--- src/rtl/barrett_reduce_pipe.sv ---
// barrett_reduce_pipe
// Three-stage pipelined Barrett reducer: out_data = in_data mod Q, exact.
//   S1: capture operand c, tag, and the full product p = c * M
//   S2: quotient estimate qe = p >> K, partial remainder r = c - qe*Q (0 <= r < 2Q)
//   S3: single conditional subtraction of Q
// A single global enable advances all stages. The enable drops only while a
// valid result is waiting on out_ready. Bubbles travel through the pipe and
// are not collapsed.
// Optional: define BARRETT_REDUCE_STATS_EN to add the done_count/stats_clr
// completed-result counter. The datapath is identical either way.
module barrett_reduce_pipe #(
  parameter int Q     = 3329,
  parameter int IN_W  = 32,
  parameter int OUT_W = 16,
  parameter int K     = 32,
  parameter int TAG_W = 8
) (
  input  logic             clk,
  input  logic             rst_n,
  input  logic             in_valid,
  output logic             in_ready,
  input  logic [IN_W-1:0]  in_data,
  input  logic [TAG_W-1:0] in_tag,
  output logic             out_valid,
  input  logic             out_ready,
  output logic [OUT_W-1:0] out_data,
  output logic [TAG_W-1:0] out_tag
`ifdef BARRETT_REDUCE_STATS_EN
  ,
  input  logic             stats_clr,
  output logic [15:0]      done_count
`endif
);

  // M = floor(2^K / Q). The division is done at K+1 bits so that 2^K is representable.
  localparam int             KP1    = K + 1;
  localparam logic [K:0]     POW_K  = {1'b1, {K{1'b0}}};
  localparam logic [K:0]     M_FULL = POW_K / KP1'(Q);
  localparam int             M_W    = $clog2(M_FULL + 1);
  localparam logic [M_W-1:0] M      = M_W'(M_FULL);

  // The product keeps every bit so that qe is exact. r lives in OUT_W+1 bits
  // because it can reach 2Q-1.
  localparam int P_W = IN_W + M_W;
  localparam int R_W = OUT_W + 1;
  localparam int X_W = P_W + R_W;

  if (K < IN_W) begin : g_chk_k
    $error("barrett_reduce_pipe: K (%0d) must be >= IN_W (%0d)", K, IN_W);
  end
  if (longint'(Q) >= (64'd1 << OUT_W)) begin : g_chk_q_hi
    $error("barrett_reduce_pipe: Q (%0d) must be < 2^OUT_W", Q);
  end
  if (Q < 2 || (Q % 2) == 0) begin : g_chk_q_odd
    $error("barrett_reduce_pipe: Q (%0d) must be odd and >= 2", Q);
  end

  logic             stall;
  logic             en;

  logic             s1_valid;
  logic [IN_W-1:0]  s1_c;
  logic [P_W-1:0]   s1_p;
  logic [TAG_W-1:0] s1_tag;

  logic             s2_valid;
  logic [R_W-1:0]   s2_r;
  logic [TAG_W-1:0] s2_tag;

  logic             s3_valid;
  logic [OUT_W-1:0] s3_data;
  logic [TAG_W-1:0] s3_tag;

  logic [P_W-1:0]   p_next;
  logic [P_W-1:0]   qe;
  logic [X_W-1:0]   qe_q;
  logic [R_W-1:0]   r_next;
  logic [R_W-1:0]   r_minus_q;
  logic [OUT_W-1:0] d_next;

  assign stall     = s3_valid && !out_ready;
  assign en        = !stall;
  assign in_ready  = en;

  assign out_valid = s3_valid;
  assign out_data  = s3_data;
  assign out_tag   = s3_tag;

  // Per-stage arithmetic. r is exact modulo 2^R_W, and because 0 <= r < 2Q < 2^R_W
  // the truncated difference equals the true remainder estimate.
  always_comb begin
    p_next    = P_W'(in_data) * P_W'(M);
    qe        = s1_p >> K;
    qe_q      = X_W'(qe) * X_W'(Q);
    r_next    = R_W'(X_W'(s1_c) - qe_q);
    r_minus_q = s2_r - R_W'(Q);
    d_next    = (s2_r >= R_W'(Q)) ? OUT_W'(r_minus_q) : OUT_W'(s2_r);
  end

  // Stage valid bits: shift on the global enable and clear on reset.
  always_ff @(posedge clk or negedge rst_n) begin
    if (!rst_n) begin
      s1_valid <= 1'b0;
      s2_valid <= 1'b0;
      s3_valid <= 1'b0;
    end else if (en) begin
      s1_valid <= in_valid;
      s2_valid <= s1_valid;
      s3_valid <= s2_valid;
    end
  end

  // S1 datapath: operand, tag and full Barrett product.
  always_ff @(posedge clk or negedge rst_n) begin
    if (!rst_n) begin
      s1_c   <= '0;
      s1_p   <= '0;
      s1_tag <= '0;
    end else if (en) begin
      s1_c   <= in_data;
      s1_p   <= p_next;
      s1_tag <= in_tag;
    end
  end

  // S2 datapath: partial remainder in [0, 2Q).
  always_ff @(posedge clk or negedge rst_n) begin
    if (!rst_n) begin
      s2_r   <= '0;
      s2_tag <= '0;
    end else if (en) begin
      s2_r   <= r_next;
      s2_tag <= s1_tag;
    end
  end

  // S3 datapath: final correction. These registers drive the outputs directly.
  always_ff @(posedge clk or negedge rst_n) begin
    if (!rst_n) begin
      s3_data <= '0;
      s3_tag  <= '0;
    end else if (en) begin
      s3_data <= d_next;
      s3_tag  <= s2_tag;
    end
  end

`ifdef BARRETT_REDUCE_STATS_EN
  // Completed-result counter. It saturates at all-ones, and a clear wins over a same-cycle increment.
  always_ff @(posedge clk or negedge rst_n) begin
    if (!rst_n) begin
      done_count <= '0;
    end else if (stats_clr) begin
      done_count <= '0;
    end else if (out_valid && out_ready && (done_count != 16'hFFFF)) begin
      done_count <= done_count + 16'd1;
    end
  end
`endif

endmodule

--- config.mk ---
export PLATFORM = sky130hd
export DESIGN_NAME = barrett_reduce_pipe
export DESIGN_NICKNAME = d
export VERILOG_FILES = /design/src/rtl/barrett_reduce_pipe.sv
export SDC_FILE = /design/constraint.sdc
export NUM_CORES = 1
export LEC_CHECK = 0
export ABC_AREA = 1
export CAP_MARGIN = 5
export CORE_UTILIZATION = 35
export CTS_BUF_LIST = sky130_fd_sc_hd__clkbuf_16
export DETAILED_ROUTE_END_ITERATION = 12
export HOLD_SLACK_MARGIN = 0.05
export SKIP_LAST_GASP = 1
export SLEW_MARGIN = 20
export SYNTH_ARGS = -nofsm -noshare
export SYNTH_HDL_FRONTEND = slang
export SYNTH_SLANG_ARGS = --single-unit
--- constraint.sdc ---
create_clock -name clk -period 3.95 [get_ports clk]
set_clock_uncertainty 0.2 [all_clocks]
set_input_delay 0.79 -clock clk [delete_from_list [all_inputs] [get_ports clk]]
set_output_delay 0.79 -clock clk [all_outputs]
set_load 0.01 [all_outputs]
==> flow_summary.ini <==
[floorplanning]
die_area_um2 = 56920
pin_count = 70
die_h_um = 238.6
initial_core_util = 0.3549
core_um2 = 55200
rows = 86
die_w_um = 238.6

[final_layout]
diodes = 0
multiInputGateArea_um2 = 16540
nNetsFinal = 3464
regArea_um2 = 2355
fill_cells = 5318
drive_gt1_frac = 0.2639
area_growth_pct = 32.12
fin_util = 0.4689

[detailed_routing]
dr.pass1.iters = 5
drt_iter0_markers = 934
dr_total_vias = 16350
drc_errors = 0
wl_per_cell_um = 16.37
finalWirelength_um = 58280
viasPerCell = 4.592
ant_nets = 0

[yosys]
synth_fp_nets = 3082
synth-xor-area-share = 0.01565
synth_area_leaders = fa_1 (33%), ha_1 (18%), inv_1 (13%)
netlist.top_cell.by_area = fa_1
synthSimpleGateAreaFrac = 0.1834
synthFlopType = dfrtp_1
synth_mux_area_frac = 0
async_flop_share = 1.000
synthTopCellsByCount = inv_1 (660), nand2_1 (628), fa_1 (326), ha_1 (287), nor2_1 (113)
seq_area_frac_synth = 0.1201
synthCells = 2425
netlist_area_um2 = 19590
synth_compound_area_frac = 0.03264
synth_top_family_by_area = adder cells
synth_most_common_cell = inv_1
syn-mean-instance-area_um2 = 8.078
synth_enable_flop_cells = 0
synth_seq_cells = 94
synthAdderAreaFrac = 0.5164
synth_top_cell_area_share = 0.3331
ys_warn_count = 0
synth_cell_types = 36

[run_status]
status = finished with violations
violations = setup timing

[timing]
rsz0062_at_grt = true
finalSetupViolations = 20
slew_viol_final = 0
fmax_mhz = 169.9
finalWorstSetupSlack_ps = -1934
post-route-period-util = 1.490
finalCriticalPeriod_ps = 5884
maxSlewHeadroom = 0.3554
finalHoldViolCount = 0
worst_pin_slew_ps = 967.0

[clock_network]
cts.sinks = 94
hold_buffers = 0
cts_tree = built
root_buffer = clkbuf_16
clock_path_buffers = 2
clkSlewWorstSetupHoldPaths_ps = 80
clkLatencyLatePin_ps = 360
cts_buffers = 9
htreeDepth = 3

[critical_path]
cp.buffers_inverters = 6
crit_start = in_data[23]
worstReg2RegEnd = s2_r[13]
crit_slowest_cell = fa_1
criticalPathCategory = primary input to flip-flop
required_ps = 3990
cp-end-kind = flip-flop
cpLargestDelayFamily = adder cells
slowest_delay_ps = 580
crit_path_max_fanout = 4
r2r-start = s1_p[33]
arrival_ps = 5930
r2r_setup_slack_ps = -260
cp-start-kind = primary input
cp_cell_sequence = buf_8 > buf_4 > buf_4 > ha_1 > fa_1 > inv_1 > fa_1 > inv_1 > fa_1 > fa_1 > fa_2 > fa_2 > ha_4 > nand2_4 > nor2_4 > inv_2 > nor2_2 > nand2_1 > nor2_1 > nand2_1 > nand3_1 > nand2_1 > nand3_1 > nand2_1
worst_r2r_path_depth = 18

[min_path]
holdPathStages = 2
worst_hold_path.endpoint = out_valid
hp-start = s2_valid
hp-class = flip-flop to flip-flop

[global_routing]
grtUsageTotal = 0.2159
antenna_found_initial = 1
grt_pass1_wl_um = 94810
grt_pass1_vias = 17950
grt-ovfl-total = 0
grt_max_degree = 99

[placement]
portBuffers = 69
dp_hpwl_um = 50330
routabilityCongestion = 0.9579

[job]
maxCapViolations = 0
==> tightest hold or removal path: stages, from the launching register on <==
cell,delay (ps)
dfrtp_1,320
inv_1,40
nand2_1,60
==> layout make-up <==
type / count / share of cell area
clock inverters: 7 / 0.002465
inverters: 661 / 0.09804
clock buffers: 9 / 0.008702
repair buffers: 392 / 0.1246
flip-flops and latches: 94 / 0.09098
multi-input cells: 1649 / 0.6390
well taps: 748 / 0.03616
==> through the flow <==
| stage | cells | hold WS (ps) | area [µm²] | setup slack [ps] | TNS [ps] |
|---|---|---|---|---|---|
| after floorplan | 2425 | 219.8 | 19760 | -1972 | -32820 |
| after global placement | 3487 | 236.8 | 23290 | -2988 | -49850 |
| after detailed placement | 3487 | 244.7 | 23290 | -3050 | -50570 |
| after CTS | 3552 | 264.3 | 25330 | -2005 | -33370 |
| after global routing | 3560 | 292.2 | 25880 | -2208 | -37350 |
| final | 3560 | 259.6 | 25880 | -1934 | -32760 |
==> routing by layer <==
metal / GRT usage / routed length, µm
met2: 0.3835 / 28670
met5: 0 / 0
met3: 0.02032 / 1925
met1: 0.2760 / 25680
met4: 0.06527 / 2013
==> worst max path at each step <==
stage / end / slack (ps) / cells after the start
CTS: s1_p[36] / -2010 / 24
detailed placement: s1_p[45] / -3050 / 26
global route: s1_p[44] / -2210 / 25
global placement: s1_p[47] / -2990 / 26
floorplan: s1_p[44] / -1970 / 23
finish: s1_p[44] / -1930 / 24
==> registers in the layout (all words and copies together), names as in the netlist <==
signal / flops
s1_c: 17
s1_valid: 1
s2_r: 17
s2_valid: 1
s2_tag: 8
s1_p: 17
out_valid: 1
out_tag: 8
out_data: 16
s1_tag: 8
==> placed cells by master, fill, tap and decap left out, types with 4 or more instances in the layout <==
master,n
nand4_1,26
a21oi_1,28
a21o_1,4
nand2_4,31
o21ai_1,10
dfrtp_1,92
ha_4,64
nor2_2,21
ha_2,9
nand3b_1,9
a21oi_2,18
inv_6,6
dlygate4sd2_1,7
nand3_2,9
clkdlybuf4s50_1,38
ha_1,214
buf_2,10
buf_6,42
or2_2,4
nor2_4,38
nor3_4,8
nor2_1,56
fa_1,289
nand2_1,553
buf_8,4
inv_4,13
nand3_1,68
nor3_2,5
fa_2,37
xor2_1,23
xnor2_1,10
inv_2,60
clkbuf_16,9
nor3_1,5
buf_4,287
nand2_2,45
o21ai_0,40
inv_1,583
==> repair_timing <==
item	CTS	global route
gates resized for setup	459	129
pin swaps	288	125
gates cloned	0	0
endpoints found under the setup margin	23	25
buffers inserted	49	9
==> logic make-up (layout without fill, tap and decap cells) <==
kind of cell,Yosys count,count (layout)
and+or+nand+nor,882,882
buffers and inverters,682,1069
adders and majority gates,613,613
AOI/OAI and AO/OA,119,119
DFF,94,94
xor gates and xnor gates,35,35
Power is not shown: default switching activity piles up to over one toggle a cycle in this logic, so the estimate is an artifact.
